==> config.mk <==
export PLATFORM = sky130hd
export DESIGN_NAME = seg7_scan_reader
export DESIGN_NICKNAME = d
export VERILOG_FILES = /design/src/rtl/seg7_pkg.sv /design/src/rtl/seg7_glyph_to_nibble.sv /design/src/rtl/seg7_scan_reader.sv
export SDC_FILE = /design/constraint.sdc
export NUM_CORES = 1
export LEC_CHECK = 0
export CAP_MARGIN = 20
export CORE_ASPECT_RATIO = 2
export CORE_MARGIN = 4
export CORE_UTILIZATION = 57
export CTS_BUF_LIST = sky130_fd_sc_hd__clkbuf_4 sky130_fd_sc_hd__clkbuf_8
export CTS_CLUSTER_DIAMETER = 200
export DETAILED_ROUTE_END_ITERATION = 8
export PLACE_DENSITY = 0.88
export SYNTH_ARGS = -nofsm -noshare
export SYNTH_HDL_FRONTEND = slang
export SYNTH_HIERARCHICAL = 1
export SYNTH_SLANG_ARGS = --single-unit
==> constraint.sdc <==
create_clock -name clk_i -period 3.15 [get_ports clk_i]
set_input_delay 0.4725 -clock clk_i [delete_from_list [all_inputs] [get_ports clk_i]]
set_output_delay 0.4725 -clock clk_i [all_outputs]
set_load 0.02 [all_outputs]
==> src/rtl/seg7_pkg.sv <==
// ---------------------------------------------------------------------------
// seg7_pkg
//   Shared constants for the 7-segment scan reader: the active-low glyph
//   table (Seg[6:0] = a..g, 0 = segment lit), the blank pattern, the idle
//   anode word and the number of multiplexed digits.
// ---------------------------------------------------------------------------
package seg7_pkg;

    localparam int NUM_DIGITS = 4;

    localparam logic [6:0] SEG7_BLANK   = 7'h7F;
    localparam logic [3:0] SEG7_AN_IDLE = 4'hF;

    localparam logic [6:0] SEG7_GLYPH_0 = 7'h40;
    localparam logic [6:0] SEG7_GLYPH_1 = 7'h79;
    localparam logic [6:0] SEG7_GLYPH_2 = 7'h24;
    localparam logic [6:0] SEG7_GLYPH_3 = 7'h30;
    localparam logic [6:0] SEG7_GLYPH_4 = 7'h19;
    localparam logic [6:0] SEG7_GLYPH_5 = 7'h12;
    localparam logic [6:0] SEG7_GLYPH_6 = 7'h02;
    localparam logic [6:0] SEG7_GLYPH_7 = 7'h78;
    localparam logic [6:0] SEG7_GLYPH_8 = 7'h00;
    localparam logic [6:0] SEG7_GLYPH_9 = 7'h10;
    localparam logic [6:0] SEG7_GLYPH_A = 7'h08;
    localparam logic [6:0] SEG7_GLYPH_B = 7'h03;
    localparam logic [6:0] SEG7_GLYPH_C = 7'h46;
    localparam logic [6:0] SEG7_GLYPH_D = 7'h21;
    localparam logic [6:0] SEG7_GLYPH_E = 7'h06;
    localparam logic [6:0] SEG7_GLYPH_F = 7'h0E;

endpackage

==> src/rtl/seg7_glyph_to_nibble.sv <==
// ---------------------------------------------------------------------------
// seg7_glyph_to_nibble
//   Combinational inverse of the nibble->segment decoder.
//   Ports:
//     seg_i    [6:0]  active-low segments a..g
//     valid_o         1 when seg_i is exactly one of the 16 hex glyphs
//     nibble_o [3:0]  decoded hex value (0 when not valid)
// ---------------------------------------------------------------------------
module seg7_glyph_to_nibble
    import seg7_pkg::*;
(
    input  logic [6:0] seg_i,
    output logic       valid_o,
    output logic [3:0] nibble_o
);

    always_comb begin
        valid_o  = 1'b1;
        nibble_o = 4'h0;
        case (seg_i)
            SEG7_GLYPH_0: nibble_o = 4'h0;
            SEG7_GLYPH_1: nibble_o = 4'h1;
            SEG7_GLYPH_2: nibble_o = 4'h2;
            SEG7_GLYPH_3: nibble_o = 4'h3;
            SEG7_GLYPH_4: nibble_o = 4'h4;
            SEG7_GLYPH_5: nibble_o = 4'h5;
            SEG7_GLYPH_6: nibble_o = 4'h6;
            SEG7_GLYPH_7: nibble_o = 4'h7;
            SEG7_GLYPH_8: nibble_o = 4'h8;
            SEG7_GLYPH_9: nibble_o = 4'h9;
            SEG7_GLYPH_A: nibble_o = 4'hA;
            SEG7_GLYPH_B: nibble_o = 4'hB;
            SEG7_GLYPH_C: nibble_o = 4'hC;
            SEG7_GLYPH_D: nibble_o = 4'hD;
            SEG7_GLYPH_E: nibble_o = 4'hE;
            SEG7_GLYPH_F: nibble_o = 4'hF;
            default:      valid_o  = 1'b0;
        endcase
    end

endmodule

==> src/rtl/seg7_scan_reader.sv <==
// ---------------------------------------------------------------------------
// seg7_scan_reader
//   Watches a multiplexed 4-digit active-low 7-segment scan bus and rebuilds
//   the displayed 16-bit hex value. A bus word must stay unchanged for
//   STABLE_CYCLES clocks (after a 2-flop synchronizer) before it is committed,
//   which filters scan transitions and glitches.
//   Optional feature macro: SEG7_DP_CAPTURE_EN (decimal point capture, dp_o).
//   Ports:
//     clk_i                 rising-edge clock
//     rst_i                 asynchronous active-high reset
//     an_i          [3:0]   anodes, active-low, an_i[0] = rightmost digit
//     seg_i         [7:0]   segments, active-low, [6:0]=a..g, [7]=dp
//     value_o       [15:0]  reconstructed value, nibble i = digit i
//     digit_valid_o [3:0]   digit i holds a decoded hex glyph
//     update_o              1-cycle pulse on a nibble / valid-bit commit
//     err_o                 1-cycle pulse on illegal glyph or multi-anode
//     dp_o          [3:0]   captured decimal points (SEG7_DP_CAPTURE_EN only)
// ---------------------------------------------------------------------------
module seg7_scan_reader
    import seg7_pkg::*;
#(
    parameter int STABLE_CYCLES = 8,
    parameter int CNT_W         = 4
)
(
    input  logic                    clk_i,
    input  logic                    rst_i,
    input  logic [NUM_DIGITS-1:0]   an_i,
    input  logic [7:0]              seg_i,
    output logic [4*NUM_DIGITS-1:0] value_o,
    output logic [NUM_DIGITS-1:0]   digit_valid_o,
    output logic                    update_o,
    output logic                    err_o
`ifdef SEG7_DP_CAPTURE_EN
    ,
    output logic [NUM_DIGITS-1:0]   dp_o
`endif
);

    // Without dp capture, Seg[7] is masked so dp flicker never restarts settling.
`ifdef SEG7_DP_CAPTURE_EN
    localparam logic [11:0] CMP_MASK = 12'hFFF;
`else
    localparam logic [11:0] CMP_MASK = 12'hF7F;
`endif
    localparam logic [CNT_W-1:0] CNT_MAX = CNT_W'(STABLE_CYCLES);
    localparam logic [CNT_W-1:0] CNT_PRE = CNT_W'(STABLE_CYCLES - 1);

    logic [11:0]             sync1_q, sync2_q;
    logic [11:0]             prev_q;
    logic [CNT_W-1:0]        cnt_q, cnt_d;
    logic [15:0]             value_q, value_d;
    logic [NUM_DIGITS-1:0]   dv_q, dv_d;
    logic                    upd_q, upd_d;
    logic                    err_q, err_d;

    logic [11:0]             word_w;
    logic                    stable_w;
    logic                    commit_w;
    logic [3:0]              an_s_w;
    logic [6:0]              seg_s_w;
    logic                    an_single_w;
    logic                    an_multi_w;
    logic [1:0]              idx_w;
    logic                    glyph_valid_w;
    logic [3:0]              glyph_nib_w;

    assign word_w   = sync2_q & CMP_MASK;
    assign an_s_w   = sync2_q[11:8];
    assign seg_s_w  = sync2_q[6:0];
    assign stable_w = (word_w == prev_q);
    // Exactly one edge: the counter steps from STABLE_CYCLES-1 to STABLE_CYCLES.
    assign commit_w = stable_w && (cnt_q == CNT_PRE);

    always_comb begin
        if (!stable_w)
            cnt_d = '0;
        else if (cnt_q == CNT_MAX)
            cnt_d = cnt_q;
        else
            cnt_d = cnt_q + 1'b1;
    end

    // Anode classification: idle, exactly one digit low, or several low.
    always_comb begin
        an_single_w = 1'b1;
        an_multi_w  = 1'b0;
        idx_w       = 2'd0;
        case (an_s_w)
            4'hE:         idx_w = 2'd0;
            4'hD:         idx_w = 2'd1;
            4'hB:         idx_w = 2'd2;
            4'h7:         idx_w = 2'd3;
            SEG7_AN_IDLE: an_single_w = 1'b0;
            default: begin
                an_single_w = 1'b0;
                an_multi_w  = 1'b1;
            end
        endcase
    end

    seg7_glyph_to_nibble u_glyph (
        .seg_i    (seg_s_w),
        .valid_o  (glyph_valid_w),
        .nibble_o (glyph_nib_w)
    );

`ifdef SEG7_DP_CAPTURE_EN
    logic [NUM_DIGITS-1:0] dp_q, dp_d;
`endif

    always_comb begin
        value_d = value_q;
        dv_d    = dv_q;
        upd_d   = 1'b0;
        err_d   = 1'b0;
`ifdef SEG7_DP_CAPTURE_EN
        dp_d    = dp_q;
`endif
        if (commit_w) begin
            if (an_multi_w) begin
                err_d = 1'b1;
            end else if (an_single_w) begin
                if (seg_s_w == SEG7_BLANK) begin
                    dv_d[idx_w] = 1'b0;
                    upd_d       = 1'b1;
`ifdef SEG7_DP_CAPTURE_EN
                    dp_d[idx_w] = ~sync2_q[7];
`endif
                end else if (glyph_valid_w) begin
                    value_d[{idx_w, 2'b00} +: 4] = glyph_nib_w;
                    dv_d[idx_w] = 1'b1;
                    upd_d       = 1'b1;
`ifdef SEG7_DP_CAPTURE_EN
                    dp_d[idx_w] = ~sync2_q[7];
`endif
                end else begin
                    dv_d[idx_w] = 1'b0;
                    err_d       = 1'b1;
`ifdef SEG7_DP_CAPTURE_EN
                    dp_d[idx_w] = 1'b0;
`endif
                end
            end
        end
    end

    // Synchronizer resets to the idle bus (all ones) so release looks quiet.
    always_ff @(posedge clk_i or posedge rst_i) begin
        if (rst_i) begin
            sync1_q <= '1;
            sync2_q <= '1;
            prev_q  <= CMP_MASK;
            cnt_q   <= '0;
            value_q <= '0;
            dv_q    <= '0;
            upd_q   <= 1'b0;
            err_q   <= 1'b0;
        end else begin
            sync1_q <= {an_i, seg_i};
            sync2_q <= sync1_q;
            prev_q  <= word_w;
            cnt_q   <= cnt_d;
            value_q <= value_d;
            dv_q    <= dv_d;
            upd_q   <= upd_d;
            err_q   <= err_d;
        end
    end

`ifdef SEG7_DP_CAPTURE_EN
    always_ff @(posedge clk_i or posedge rst_i) begin
        if (rst_i)
            dp_q <= '0;
        else
            dp_q <= dp_d;
    end
    assign dp_o = dp_q;
`endif

    assign value_o       = value_q;
    assign digit_valid_o = dv_q;
    assign update_o      = upd_q;
    assign err_o         = err_q;

endmodule

* Word level (Yosys, flattened, before mapping)
Cells that the tools add are included.
** Word-level totals
- Bits in registers :: 61
- Output and inout port bits :: 22
- Input port bits :: 14
- Word-level logic and storage cells :: 72
** Cells by class
- Reductions and logical operators :: 8
- Shift operators :: 2
- Add/subtract/negate cells :: 2
- Multiplexer cells :: 21
- Equality and inequality tests :: 25
- Bitwise operators :: 4
- Magnitude comparators :: 2
** Operator list (count)
- $pmux W4 S15 :: 1
- $eq A7 B7 Y1 const B :: 5
- $eq A7 B5 Y1 const B :: 3
- $eq A7 B6 Y1 const B :: 3
- $eq A4 B4 Y1 const B :: 5
- $bwmux W16 :: 1
- $mux W4 :: 4
- $reduce_or A16 Y1 :: 1
- $shift A4 B6 Y16 const A :: 1
- $shiftx A4 B6 Y16 :: 1
- $eq A7 B2 Y1 const B :: 2
- $eq A7 B4 Y1 const B :: 2
- $mux W1 :: 13
- $eq A11 B11 Y1 :: 1
- $eq A4 B3 Y1 const B :: 2
- $eq A7 B3 Y1 const B :: 1
- $logic_not A7 Y1 :: 1
- $neg A4 Y6 :: 1
- $pmux W2 S3 :: 1
- $reduce_and A5 Y1 :: 1
- $reduce_or A5 Y1 :: 1
- $add A4 B1 Y4 const B :: 1
- $and A4 B4 Y4 :: 1
- $not A4 Y4 :: 1
- 9 further kinds :: 10

* Depth between registers and ports, before layout
- Depth in word-level cells :: 10
- Gate-level depth with buffers :: 10
- Gate-level depth less buffers :: 9

* Modules after synthesis
Netlist, hierarchy kept.
** By module, submodules not included
- seg7_scan_reader :: instances 1, seq. area each 1517.7 um^2, area an instance 2433.6 um^2, cells each 191
- seg7_glyph_to_nibble :: instances 1, seq. area each 0.0 um^2, area an instance 364.1 um^2, cells each 56

* Least setup slack after synthesis
Ideal clock, no wire load.
- Path type :: register -> register
- Start :: register sync2_q[6]
- End :: register value_q[0] (netlist: value_o[0])
- Library setup time :: 131 ps
- Setup slack :: 944 ps
- Cell stages (with the launch flop) :: 10
- Arrival :: 2076 ps
- Required time :: 3019 ps
- Path buffers :: 1
- Clock period less this slack :: 2206 ps
- Path through :: dfstp_2 > clkbuf_8 > nand4_1 > or3_1 > a31oi_1 > nor2b_1 > o211ai_1 > o21a_1 > nand4_1 > mux2i_1
** Between the ends
- Cells in the longest elaborated chain, start to end :: 4
- Elaborated cells on any way between the ends :: 26
- Classes of those cells :: 17 x eq/ne; 1 x shift; 3 x mux; 1 x bitwise; 4 x reduce/logical
** RTL lines
- from (decl) :: RTL line seg7_scan_reader.sv:49 : logic [11:0] sync1_q, sync2_q;
- from (signal assigned) :: RTL line seg7_scan_reader.sv:161 : sync2_q <= sync1_q;
- $eq A7 B7 Y1, or another cell as far along :: RTL line seg7_glyph_to_nibble.sv:20 : case (seg_i)
- $reduce_or A16 Y1 (no source line) *
- $mux W1 * :: RTL line seg7_glyph_to_nibble.sv:20
- via glyph_valid_w :: RTL line seg7_scan_reader.sv:65 : logic glyph_valid_w;
- $reduce_and A5 Y1 (no source line) *
- to (signal assigned) :: RTL line seg7_scan_reader.sv:164 : value_q <= value_d;
- to (decl) :: RTL line seg7_scan_reader.sv:52 : logic [15:0] value_q, value_d;
Mark *: on every way through the listed nets, which the timed path passes. The rest lies on a longest branch.
A chain may end at the register's enable or synchronous reset.

* Worst setup path after layout
- Start :: register sync2_q[2]
- End :: register value_q[15] (netlist: value_o[15])
The elaborated chain is that of the path after synthesis.

==> impl_results.md <==
* Count of hold-fix buffers inserted at cts at 0
* Logic pwr share at 0.060
* Largest family of logic cells by synthesized area: simple AND/OR/NAND/NOR gates
* Syn nets at between 200 and 300
* Ys Warns at 6
* Mux cell area share after synthesis at 0.07737
* Uppermost layer routed: met4
* Initial antenna violation count at 0
* Via Count at 1885
* Power per standard cell area at about 470 nW/um^2
* DR iter-0 viols at 69
* Vias in the first global route at just under 2k
* Async S/R FF share, synth at 1.000
* Hpwl dp at 3.498 mm
* Net Switching at between 400 and 500 uW
* Metal-1 WL at around 1.9 mm
* Core footprint at roughly 4700 um^2
* Syn_area_per_cell at 11.33 um^2
* RSZ-0062 raised after global routing: no
* Fin. max-slew vios at 0
* GR Overflow Total at 0
* WP data arrival at just under 3000 ps
* Largest net degree at the start of global routing at 60
* Mapped Area at ~2800 um^2
* Count of unique library cells instantiated by Yosys at 46
* # diodes at 0
* Clock power share at 0.403
* Post-Layout Cell Count at approximately 340
* Mapped Cells at approximately 250
* Rows at 35
* Crit share post-route at 0.8409
* Max cap viols at 0
* Utilization after layout at 0.7052
* CTS Buf Count at 9
* CP endpoint kind: flip-flop
* Vias per std cell at approximately 5.5
* Clock transition at path regs at ~70 ps
* Adder-cell share of the synthesized area at 0.04472
* Status: complete, no violations
* GPL Wtd Cong at 0.9001
* GRT Total Usage at 0.1855
* CTS-repair resized insts at 0
* Clock root cell: clkbuf_8
* Reg power frac at 0.536
* Crit Path Max Fanout at 14
* Slew @ Worst Pin at around 690 ps
* Detail Route Antenna Nets at 0
* Met2 wire len at between 2 and 3 mm
* XOR/XNOR Fraction of Synth Area at 0.04696
* Post-synth top area cell: dfstp_2
* Relative slew slack at 0.5376
* Lkg Pwr at around 0.0014 uW
* CP cell instances: nor2b_1 > o21ai_1 > o31ai_1 > a31oi_1 > o211ai_1 > o21a_1 > nand4_1 > mux2i_1
* FF+latch count, synth at ~60
* Synth Area in Compound Gates at 0.05411
* Maximum vdd drop at approximately 0.48 mV
* Wire per inst at ~15 um
* Top_reg_cell synth: dfstp_2
* Port-buffer cells at 34
* Final setup violation count at 0
* Die width at 57.54 um
* Hold WC Path Type: reg2reg
* Final worst slack at roughly 500 ps
* Crit-path slowest cell: dfstp_2
* Clk Latency, worst-skew pair at ~350 ps
* Placement Setup Slack at roughly 580 ps
* Post-synth EDFFs at 0
* DRT Pass-1 Iters at 4
* Post-Synth Simple-Gate Area at 0.1717
* Area Overhead vs Synth at 18.11%
* Yosys top cell area share at 0.3099
* CTS tree: done
* Setup Fix Bufs, Post-CTS at 0
* Wire length on met3 at between 200 and 250 um
* Sw frac at 0.2650
* Placed cell count at 326
* Worst EP required at between 3000 and 4000 ps
* H-tree depth at 3
* Fin Setup TNS at 0 ps
* Fmax at ~380 MHz
* First-pass GRT wire length at 8.680 mm
* Most numerous cell in the Yosys netlist: dfstp_2
* DR DRC count at 0
* Register area share after synthesis at 0.5425
* Clk sink count at between 50 and 60
* Nets at about 300
* Die H at approximately 110 um
* Clock Path Buffers at 2
* Ranking of synthesized cells by area: dfstp_2, dfrtp_1, mux2i_1
* Synth cell count leaders: dfstp_2, dfrtp_1, inv_1
* Total length of routed wires at a little over 5 mm
* Initial core utilization at 0.5971
* Final Hold Viols at 0
* Clock Skews at ~9.3 ps
* Critical Path Source Type: flip-flop
* Die area at between 6000 and 7000 um^2
* Final min period at around 2600 ps
* I/O pins at 36
* Cell-internal power at 1135 uW
* Share of cells above drive strength 1 at 0.2230
* Setup CP Type: reg2reg
* CP peak stage delay at approximately 700 ps
[state kept, by name (all words and copies together), names as in the netlist, named ones only]
register  count
prev_q       11
sync2_q      11
err_o         1
cnt_q         4
value_o      16
update_o      1
sync1_q      11
[cell usage in the layout (no fill, tap or decap), types with 4 or more instances in the layout]
cell type / count
o21ai_0: 6
dfstp_2: 33
inv_1: 21
ha_1: 10
nand3_1: 13
dfrtp_1: 26
nand2_1: 21
mux2_2: 5
nand4_1: 10
xnor2_1: 12
mux2i_1: 16
a21oi_1: 4
clkbuf_8: 9
nor2_1: 12
clkdlybuf4s50_1: 34
inv_6: 4
[routing by layer]
metal  GRT usage  vias to the layer above
met5           0                        -
met4      0.1211                        0
met3     0.04699                       18
met2      0.3034                       57
met1      0.2075                      902
li1            -                      908
[critical path, delay by kind of cell, from the launching register on]
kind	cells	cell delay (ps)
AND/OR/NAND/NOR	2	580
multiplexers	1	260
flip-flops	1	690
AO/OA/AOI/OAI	5	1040
[area by class of cell]
type	instances	area [um^2]
Clock inverter	7	58.81
Sequential cell	59	1518
Tap cell	55	68.82
Multi-Input combinational cell	155	1105
Clock buffer	9	123.9
Timing Repair Buffer	35	347.8
Fill cell	327	1381
Inverter	22	82.58
[power by group through the flow]
stage / Combinational [uW] / Sequential (uW) / Clock, uW
2_1_floorplan: 86.2 / 821 / 0
3_3_place_gp: 90.5 / 839 / 0
3_5_place_dp: 93.7 / 841 / 0
4_1_cts: 94.0 / 828 / 645
5_1_grt: 104 / 833 / 679
6_report: 93.2 / 828 / 623
[path summary, 6_finish.rpt]
path	cells after the start	startpoint	endpoint	slack, ps
min in group asynchronous	3	rst_i	value_o[1]	640
min reg2reg	0	sync1_q[1]	sync2_q[1]	350
max	8	sync2_q[2]	value_o[15]	500
max reg2reg	8	sync2_q[2]	value_o[15]	500
min	0	sync1_q[1]	sync2_q[1]	350
max in group asynchronous	3	rst_i	value_o[5]	2040
[logic make-up (layout without fill, tap and decap cells)]
family,Yosys count,after routing
buf+inv,33,73
fa+ha+maj,10,10
compound gates,24,24
xor+xnor,15,15
mux,21,21
simple gates,85,85
flops,59,59
[per-stage QoR]
| step | total power (uW) | area (um^2) | hold WS (ps) |
|---|---|---|---|
| after CTS | 1567 | 3304 | 356.5 |
| after floorplan | 907.0 | 2798 | 345.2 |
| final | 1545 | 3304 | 353.0 |
| after global routing | 1617 | 3304 | 359.9 |
| after detailed placement | 934.6 | 3122 | 347.5 |
| after global placement | 929.5 | 3122 | 345.4 |
(Power assumes the default switching activity.)
